File: config.mk
export PLATFORM = sky130hd
export DESIGN_NAME = siu_arbiter_flat
export DESIGN_NICKNAME = d
export VERILOG_FILES = /design/src/rtl/siu_arbiter_if.sv /design/src/rtl/siu_arbiter.sv /design/src/flat_wrapper.sv
export SDC_FILE = /design/constraint.sdc
export NUM_CORES = 1
export LEC_CHECK = 0
export CAP_MARGIN = 30
export CORE_MARGIN = 8
export CORE_UTILIZATION = 42
export CTS_BUF_LIST = sky130_fd_sc_hd__clkbuf_8 sky130_fd_sc_hd__clkbuf_16
export DETAILED_ROUTE_END_ITERATION = 12
export PLACE_DENSITY = 0.86
export SYNTH_ARGS = -nofsm -noshare
export SYNTH_HDL_FRONTEND = slang
export SYNTH_SLANG_ARGS = --single-unit
File: constraint.sdc
create_clock -name clk -period 3.1 [get_ports clk]
set_input_delay 0.62 -clock clk [delete_from_list [all_inputs] [get_ports clk]]
set_output_delay 0.62 -clock clk [all_outputs]
set_load 0.05 [all_outputs]
File: src/rtl/siu_arbiter_if.sv
// Request/response bundle between the neuron accumulators and the sigmoid arbiter.
// The arbiter takes the slave modport; requesters and the result consumer take master.
interface siu_arbiter_if #(
  parameter int unsigned NREQ = 4,
  parameter int unsigned IDW  = 2
);
  logic [NREQ-1:0]    req_valid;
  logic [11*NREQ-1:0] req_x;
  logic [NREQ-1:0]    req_ready;
  logic               resp_valid;
  logic               resp_ready;
  logic [IDW-1:0]     resp_id;
  logic [7:0]         resp_data;

  modport master (
    output req_valid, req_x, resp_ready,
    input  req_ready, resp_valid, resp_id, resp_data
  );

  modport slave (
    input  req_valid, req_x, resp_ready,
    output req_ready, resp_valid, resp_id, resp_data
  );
endinterface

File: src/rtl/siu_arbiter.sv
// Round-robin scheduler sharing one combinational sigmoid LUT among NREQ requesters.
// Two stages: S1 holds the encoded LUT inputs, S2 captures the LUT output.
module siu_arbiter #(
  parameter int unsigned NREQ = 4,
  parameter int unsigned IDW  = 2
) (
  input  logic           clk,
  input  logic           rst,
  siu_arbiter_if.slave   bus,
  output logic [8:0]     lut_addr,
  output logic           lut_sign,
  output logic           lut_ovf,
  input  logic [7:0]     lut_data,
  output logic           busy
);

  logic            stall;
  logic            accept;
  logic [NREQ-1:0] grant;
  logic [IDW-1:0]  grant_id;
  logic [10:0]     grant_x;
  logic [IDW-1:0]  ptr_q, ptr_d;

  logic            s1_valid_q;
  logic [IDW-1:0]  s1_id_q;
  logic [8:0]      lut_addr_q;
  logic            lut_sign_q;
  logic            lut_ovf_q;
  logic            resp_valid_q;
  logic [IDW-1:0]  resp_id_q;
  logic [7:0]      resp_data_q;

  function automatic logic [IDW-1:0] wrap_add(logic [IDW-1:0] p, int unsigned k);
    int unsigned s;
    s = 32'(p) + k;
    if (s >= NREQ) s = s - NREQ;
    return s[IDW-1:0];
  endfunction

  assign stall = resp_valid_q & ~bus.resp_ready;

  // Grant depends only on req_valid and the pointer; req_x never feeds req_ready.
  always_comb begin
    grant    = '0;
    grant_id = '0;
    accept   = 1'b0;
    if (!stall) begin
      for (int unsigned k = 0; k < NREQ; k++) begin
        if (!accept && bus.req_valid[wrap_add(ptr_q, k)]) begin
          accept   = 1'b1;
          grant_id = wrap_add(ptr_q, k);
        end
      end
    end
    if (accept) grant[grant_id] = 1'b1;
  end

  always_comb begin
    ptr_d = ptr_q;
    if (accept) ptr_d = (32'(grant_id) == NREQ - 1) ? '0 : grant_id + IDW'(1);
  end

  assign grant_x       = bus.req_x[11*32'(grant_id) +: 11];
  assign bus.req_ready = grant;

  always_ff @(posedge clk or posedge rst) begin
    if (rst) begin
      ptr_q        <= '0;
      s1_valid_q   <= 1'b0;
      s1_id_q      <= '0;
      lut_addr_q   <= '0;
      lut_sign_q   <= 1'b0;
      lut_ovf_q    <= 1'b0;
      resp_valid_q <= 1'b0;
      resp_id_q    <= '0;
      resp_data_q  <= '0;
    end else begin
      ptr_q <= ptr_d;
      if (!stall) begin
        s1_valid_q <= accept;
        if (accept) begin
          s1_id_q    <= grant_id;
          lut_addr_q <= grant_x[8:0];
          lut_sign_q <= grant_x[10];
          // Overflow when the top two bits disagree: x outside [-512, 511].
          lut_ovf_q  <= grant_x[10] ^ grant_x[9];
        end
        resp_valid_q <= s1_valid_q;
        if (s1_valid_q) begin
          resp_id_q   <= s1_id_q;
          resp_data_q <= lut_data;
        end
      end
    end
  end

  assign lut_addr       = lut_addr_q;
  assign lut_sign       = lut_sign_q;
  assign lut_ovf        = lut_ovf_q;
  assign bus.resp_valid = resp_valid_q;
  assign bus.resp_id    = resp_id_q;
  assign bus.resp_data  = resp_data_q;
  assign busy           = s1_valid_q | resp_valid_q;

endmodule

File: src/flat_wrapper.sv
// flat-port wrapper written by rule: the top's interface ports become plain ports
module siu_arbiter_flat 
#(
  parameter int unsigned NREQ = 4,
  parameter int unsigned IDW  = 2
)
  (clk, rst, lut_addr, lut_sign, lut_ovf, lut_data, busy, bus_req_valid, bus_req_x, bus_resp_ready, bus_req_ready, bus_resp_valid, bus_resp_id, bus_resp_data);
  siu_arbiter_if #(.NREQ(NREQ), .IDW(IDW)) bus_i ();
  input  logic clk;
  input  logic rst;
  output logic [8:0] lut_addr;
  output logic lut_sign;
  output logic lut_ovf;
  input  logic [7:0] lut_data;
  output logic busy;
  input wire logic [$bits(bus_i.req_valid)-1:0] bus_req_valid;
  input wire logic [$bits(bus_i.req_x)-1:0] bus_req_x;
  input wire logic [$bits(bus_i.resp_ready)-1:0] bus_resp_ready;
  output wire logic [$bits(bus_i.req_ready)-1:0] bus_req_ready;
  output wire logic [$bits(bus_i.resp_valid)-1:0] bus_resp_valid;
  output wire logic [$bits(bus_i.resp_id)-1:0] bus_resp_id;
  output wire logic [$bits(bus_i.resp_data)-1:0] bus_resp_data;
  assign bus_i.req_valid = bus_req_valid;
  assign bus_i.req_x = bus_req_x;
  assign bus_i.resp_ready = bus_resp_ready;
  assign bus_req_ready = bus_i.req_ready;
  assign bus_resp_valid = bus_i.resp_valid;
  assign bus_resp_id = bus_i.resp_id;
  assign bus_resp_data = bus_i.resp_data;
  siu_arbiter #(.NREQ(NREQ), .IDW(IDW)) u_core (.clk(clk), .rst(rst), .bus(bus_i), .lut_addr(lut_addr), .lut_sign(lut_sign), .lut_ovf(lut_ovf), .lut_data(lut_data), .busy(busy));
endmodule
Yosys cells after proc, flatten, opt, wreduce, memory -nomap -nowiden --
Index checks and enable logic that the tools add are counted.
Cells by class: $add $sub $neg 8, multipliers 1, magnitude comparators 10, equality and inequality tests 1, shift-type cells 1, mux-type cells 33, bitwise logic cells 5, reduce and logical (&&, ||, !) cells 9
Operators by type and width (number):
- $shiftx A44 B7 Y11 | 1
- $mux W2 | 14
- $lt A2 B3 Y1 const B | 5
- $mux W1 | 13
- $ge A3 B3 Y1 const B | 3
- $bmux W1 S2 | 4
- $sub A2 B1 Y2 const B | 4
- $add A2 B2 Y3 const B | 2
- $mul A4 B2 Y6 const A | 1
- $logic_and A1 B1 Y1 | 4
- $mux W4 | 1
- $reduce_and A2 Y1 | 2
- $add A2 B1 Y3 const B | 1
- $ge A2 B3 Y1 const B | 1
- $logic_not A1 Y1 | 3
- $add A2 B1 Y2 const B | 1
- $demux W1 S2 | 1
- $eq A2 B2 Y1 const B | 1
- $ge A2 B1 Y1 const B | 1
- $not A1 Y1 | 2
- $and A1 B1 Y1 | 1
- $or A1 B1 Y1 | 1
- $xor A1 B1 Y1 | 1
Storage, ports and cells: bits in registers 27, input port bits 59, output and inout bits 27, word-level logic and storage cells 77

Depth between registers and ports, before layout --
word-level depth 24, depth in mapped cells 8, mapped depth without buffers 7

Worst setup path before layout --
No wires, ideal clock.
kind input port to output port, start input bus_req_valid[3], end output bus_req_ready[1], arrival 2.148 ns, data required time 2.480 ns, path slack 0.332 ns, stages on the path 6, path buffers 1, path through buf_4 nor4_1 nand2b_2 nor3_4 inv_6 a21oi_1
On the way: word-level cells in the longest chain between the ends 21, elaborated cells between the ends (all ways) 33, those cells by class order compare: 2; mux: 24; reduce/logical: 7
Ends and longest elaborated chain:
- start, declared | line flat_wrapper.sv:16 | input wire logic [$bits(bus_i.req_valid)-1:0] bus_req_valid;
- $bmux W1 S2 | line siu_arbiter.sv:49 | if (!accept && bus.req_valid[wrap_add(ptr_q, k)]) begin
- $mux W1 (not written as such) | line siu_arbiter.sv:49
- $mux W1 | line siu_arbiter.sv:49
- $mux W1 | line siu_arbiter.sv:47 | if (!stall) begin
- $logic_not A1 Y1 | line siu_arbiter.sv:49
- $logic_and A1 B1 Y1 | line siu_arbiter.sv:49
- $mux W1 | line siu_arbiter.sv:49
- $mux W1 | line siu_arbiter.sv:47
- [... 5 more ...]
- $logic_and A1 B1 Y1 | line siu_arbiter.sv:49
- $mux W2 | line siu_arbiter.sv:49
- $mux W2 | line siu_arbiter.sv:47
- $lt A2 B3 Y1 (not written as such) / $ge A2 B1 Y1 (equally long branches) | line siu_arbiter.sv:55 | if (accept) grant[grant_id] = 1'b1;
- $logic_and A1 B1 Y1 (not written as such) | line siu_arbiter.sv:55
- $mux W1 (not written as such) | line siu_arbiter.sv:55
- $demux W1 S2
- $mux W4 * | line siu_arbiter.sv:55
- end, declared | line flat_wrapper.sv:19 | output wire logic [$bits(bus_i.req_ready)-1:0] bus_req_ready;
Every way passes the cells marked *; elsewhere a longest branch is shown, timed or not. The select of a mux whose other input is x is not followed.

Final worst setup path --
start input bus_req_valid[0], end output bus_req_ready[0]
The elaborated chain is that of the path after synthesis.

==> out/results.tsv <==
metric	value	unit
status	finished clean	
Yosys top cell by area	dfrtp_1	
initial DRC count	114	
port bufs	85	
Die H	77.8	um
Post-Syn Instances	147	
cell-internal power	894	uW
RR Startpoint	u_core.ptr_q[1]	
Post-CTS Hold Fix Bufs	0	
largest stage delay on the critical path	0.61	ns
post-layout util	72.3	%
via count	1514	
f_max	328	MHz
Top Ports	86	
crit path max fanout	6	
synthesized area	0.00160	sq mm
Worst Min Path Start	u_core.s1_id_q[1]	
Comb power frac	56.0	%
FF-to-FF setup slack	0.96	ns
largest net degree at the start of global routing	28	
clock sinks	27	
initial antenna violation count	0	
slew margin rel.	62.2	%
asr flop ratio synth	100	%
total power	1.58	mW
clock slew seen by the registers of the worst setup and hold paths	0.10	ns
gr usage total	16.2	%
XOR/XNOR Fraction of Synth Area	2.19	%
setup_tns	0	ns
Area contributors post-synth	dfrtp_1, mux2_2, mux2i_1	
clk_lat worst skew	0.27	ns
Site Rows	22	
Lkg Pwr	1.09	nW
post-route design area	0.00265	sq mm
Ant. Diodes	0	
layout cell share with drive strength beyond 1	18.7	%
post-detailed-route count of antenna-violating nets	0	
Largest delay share family, worst path	buffers and inverters	
depth of the most critical reg-to-reg path	6	
Syn. warnings	0	
clk buf depth	2	
Mapped Avg Cell Area	10.9	sq um
largest family of logic cells by synthesized area	compound AO/OA/AOI/OAI gates	
Hold Slack	0.496	ns
final count of hold timing violations	0	
final cycle utilization of the critical path	98.3	%
first-pass GRT wire length	8070	um
Placement Cell Area	0.00258	sq mm
Post-synth EDFFs	0	
final slew viol count	0	
dominant synthesized flop cell	dfrtp_1	
CP cell instances	clkdlybuf4s50_1, nand2_1, a221o_1, nand2_2, ha_1, and2_1, buf_12	
maximum vdd drop	350	uV
CTS tree	yes	
Worst-Margin Slew	0.564	ns
post-synthesis cell type count	40	
Seq/Total Area, Yosys	42.2	%
Die W	77.8	um
CP Data Required Time	2.48	ns
startpoint types	input port	
CP Capture Type	output port	
Root Buffer Master	clkbuf_8	
adder-cell area share of the yosys netlist	0.781	%
Compound-Gate Fraction of Synth Area	17.7	%
die area	0.00605	sq mm
post-synthesis mux area share	16.4	%
Switching Share	43.3	%
Yosys reg bits	27	
sw power	684	uW
max_cap viols	0	
top cells by count, synth	dfrtp_1, nand2_1, a21oi_1, a211oi_1, mux2_2	
number of global-route vias before repair	1595	
Inserted Clock Buffers	3	
Worst Hold End	u_core.s1_id_q[1]	
Crit Path Class	in2out	
RSZ-0062 raised after global routing	no	
DP HPWL	3990	um
drt wl/cell	17.5	um
vias per inst	5.24	
final setup vio count	0	
CP bufs+invs	2	
Hold WC Path Type	reg2reg	
Yosys top cell area share	42.2	%
Tmin final	3.05	ns
gpl congestion	0.852	
grt ovf	0	
sequential power share	31.0	%
Clock power frac	13.0	%
Placeable Area	0.00366	sq mm
synth-to-layout area growth	65.3	%
WL final	5060	um
H-tree lvl count	1	
RR Endpoint	u_core.lut_addr[6]	
DRC errors left	0	
most common cell in the netlist	dfrtp_1	
Setup Skew	0.00219	ns
nets	302	
worst path arrival time	2.43	ns
Worst Hold Depth	2	
Cell Pwr Density	596	mW/mm^2
synthesized net count	207	
CP max stage cell	clkdlybuf4s50_1	
first drt pass iteration count	4	
simple-gate area share of the yosys netlist	17.6	%
Starting Density	43.7	%
[through the flow]
stage               worst slack (ns)  cells
finish                        0.0541    289
global route                  0.0102    289
CTS                           0.0432    288
detailed placement            0.0435    284
global placement               0.121    284
floorplan                      0.332    147
[flip-flops by register name, summed over array words and instances (netlist names)]
register and count:
u_core.lut_addr 9, u_core.bus.resp_data 8, u_core.bus.resp_id 2, u_core.ptr_q 2
u_core.s1_id_q 2, u_core.bus.resp_valid 1, u_core.lut_ovf 1, u_core.lut_sign 1
u_core.s1_valid_q 1
[placed cells by master (no fill, tap or decap), types with 2 or more instances in the layout]
| cell type | count |
|---|---|
| inv_1 | 2 |
| mux2_4 | 3 |
| a211oi_1 | 10 |
| nand3_1 | 5 |
| nand2_1 | 12 |
| nand2b_1 | 3 |
| mux2i_1 | 8 |
| nor2_1 | 8 |
| buf_12 | 4 |
| a21oi_1 | 11 |
| mux2_2 | 10 |
| buf_4 | 9 |
| nor3b_1 | 6 |
| a221o_1 | 5 |
| nand2b_2 | 2 |
| nor2b_1 | 2 |
| clkbuf_8 | 3 |
| clkdlybuf4s50_1 | 81 |
| nor3_4 | 2 |
| dfrtp_1 | 27 |
| xor2_1 | 3 |
| o21ai_0 | 5 |
[worst reg2reg max path, stage by stage, from the launching register on]
cell,delay (ns)
dfrtp_1,0.50
nand2b_2,0.26
a21oi_4,0.19
buf_4,0.18
nand2b_4,0.23
mux2_1,0.35
a221o_1,0.32
[how the worst max path moves through the flow]
stage                           from          endpoint  slack [ns]  cells past startpoint
global route        bus_req_valid[2]  bus_req_ready[0]        0.01                      8
global placement    bus_req_valid[2]  bus_req_ready[0]        0.12                      8
detailed placement  bus_req_valid[2]  bus_req_ready[0]        0.04                      8
CTS                 bus_req_valid[2]  bus_req_ready[0]        0.04                      8
finish              bus_req_valid[0]  bus_req_ready[0]        0.05                      7
floorplan           bus_req_valid[3]  bus_req_ready[1]        0.33                      6
[routing by layer]
metal / global-route usage [%] / vias up / part of all wire (%)
met5: 0 / - / 0
met4: 2.45 / 0 / 0.28
met3: 4.26 / 2 / 6.1
met2: 29.1 / 58 / 51
met1: 19.2 / 725 / 42
li1: - / 729 / -
[kinds of logic (layout without fill, tap and decap cells)]
| logic type | after synthesis | count (layout) |
|---|---|---|
| AO/OA/AOI/OAI | 38 | 38 |
| XOR/XNOR | 4 | 4 |
| adder cells (fa/ha/maj) | 1 | 1 |
| buffers and inverters | 7 | 101 |
| flip-flops | 27 | 27 |
| multiplexers | 23 | 23 |
| AND/OR/NAND/NOR | 47 | 47 |
[cell type report]
cell class                      count  area [sq um]
Inverter                            3          16.3
Clock buffer                        3          41.3
Sequential cell                    27           676
Clock inverter                      1          5.00
Timing Repair Buffer               94           958
Fill cell                         265          1010
Tap cell                           48          60.1
Multi-Input combinational cell    113           891
[repair_timing]
item                       in CTS  in global routing
gates resized for setup         0                  2
buffers inserted                0                  1
setup endpoints to repair       0                  1
[power groups by stage]
stage	sequential (mW)	clock, mW	combinational, mW
floorplan	0.724	0	0.317
CTS	0.486	0.206	0.883
finish	0.489	0.205	0.884
detailed placement	0.492	0	0.881
global placement	0.489	0	0.868
global route	0.500	0.227	0.933
No activity file was read; power rests on OpenSTA's default activity.
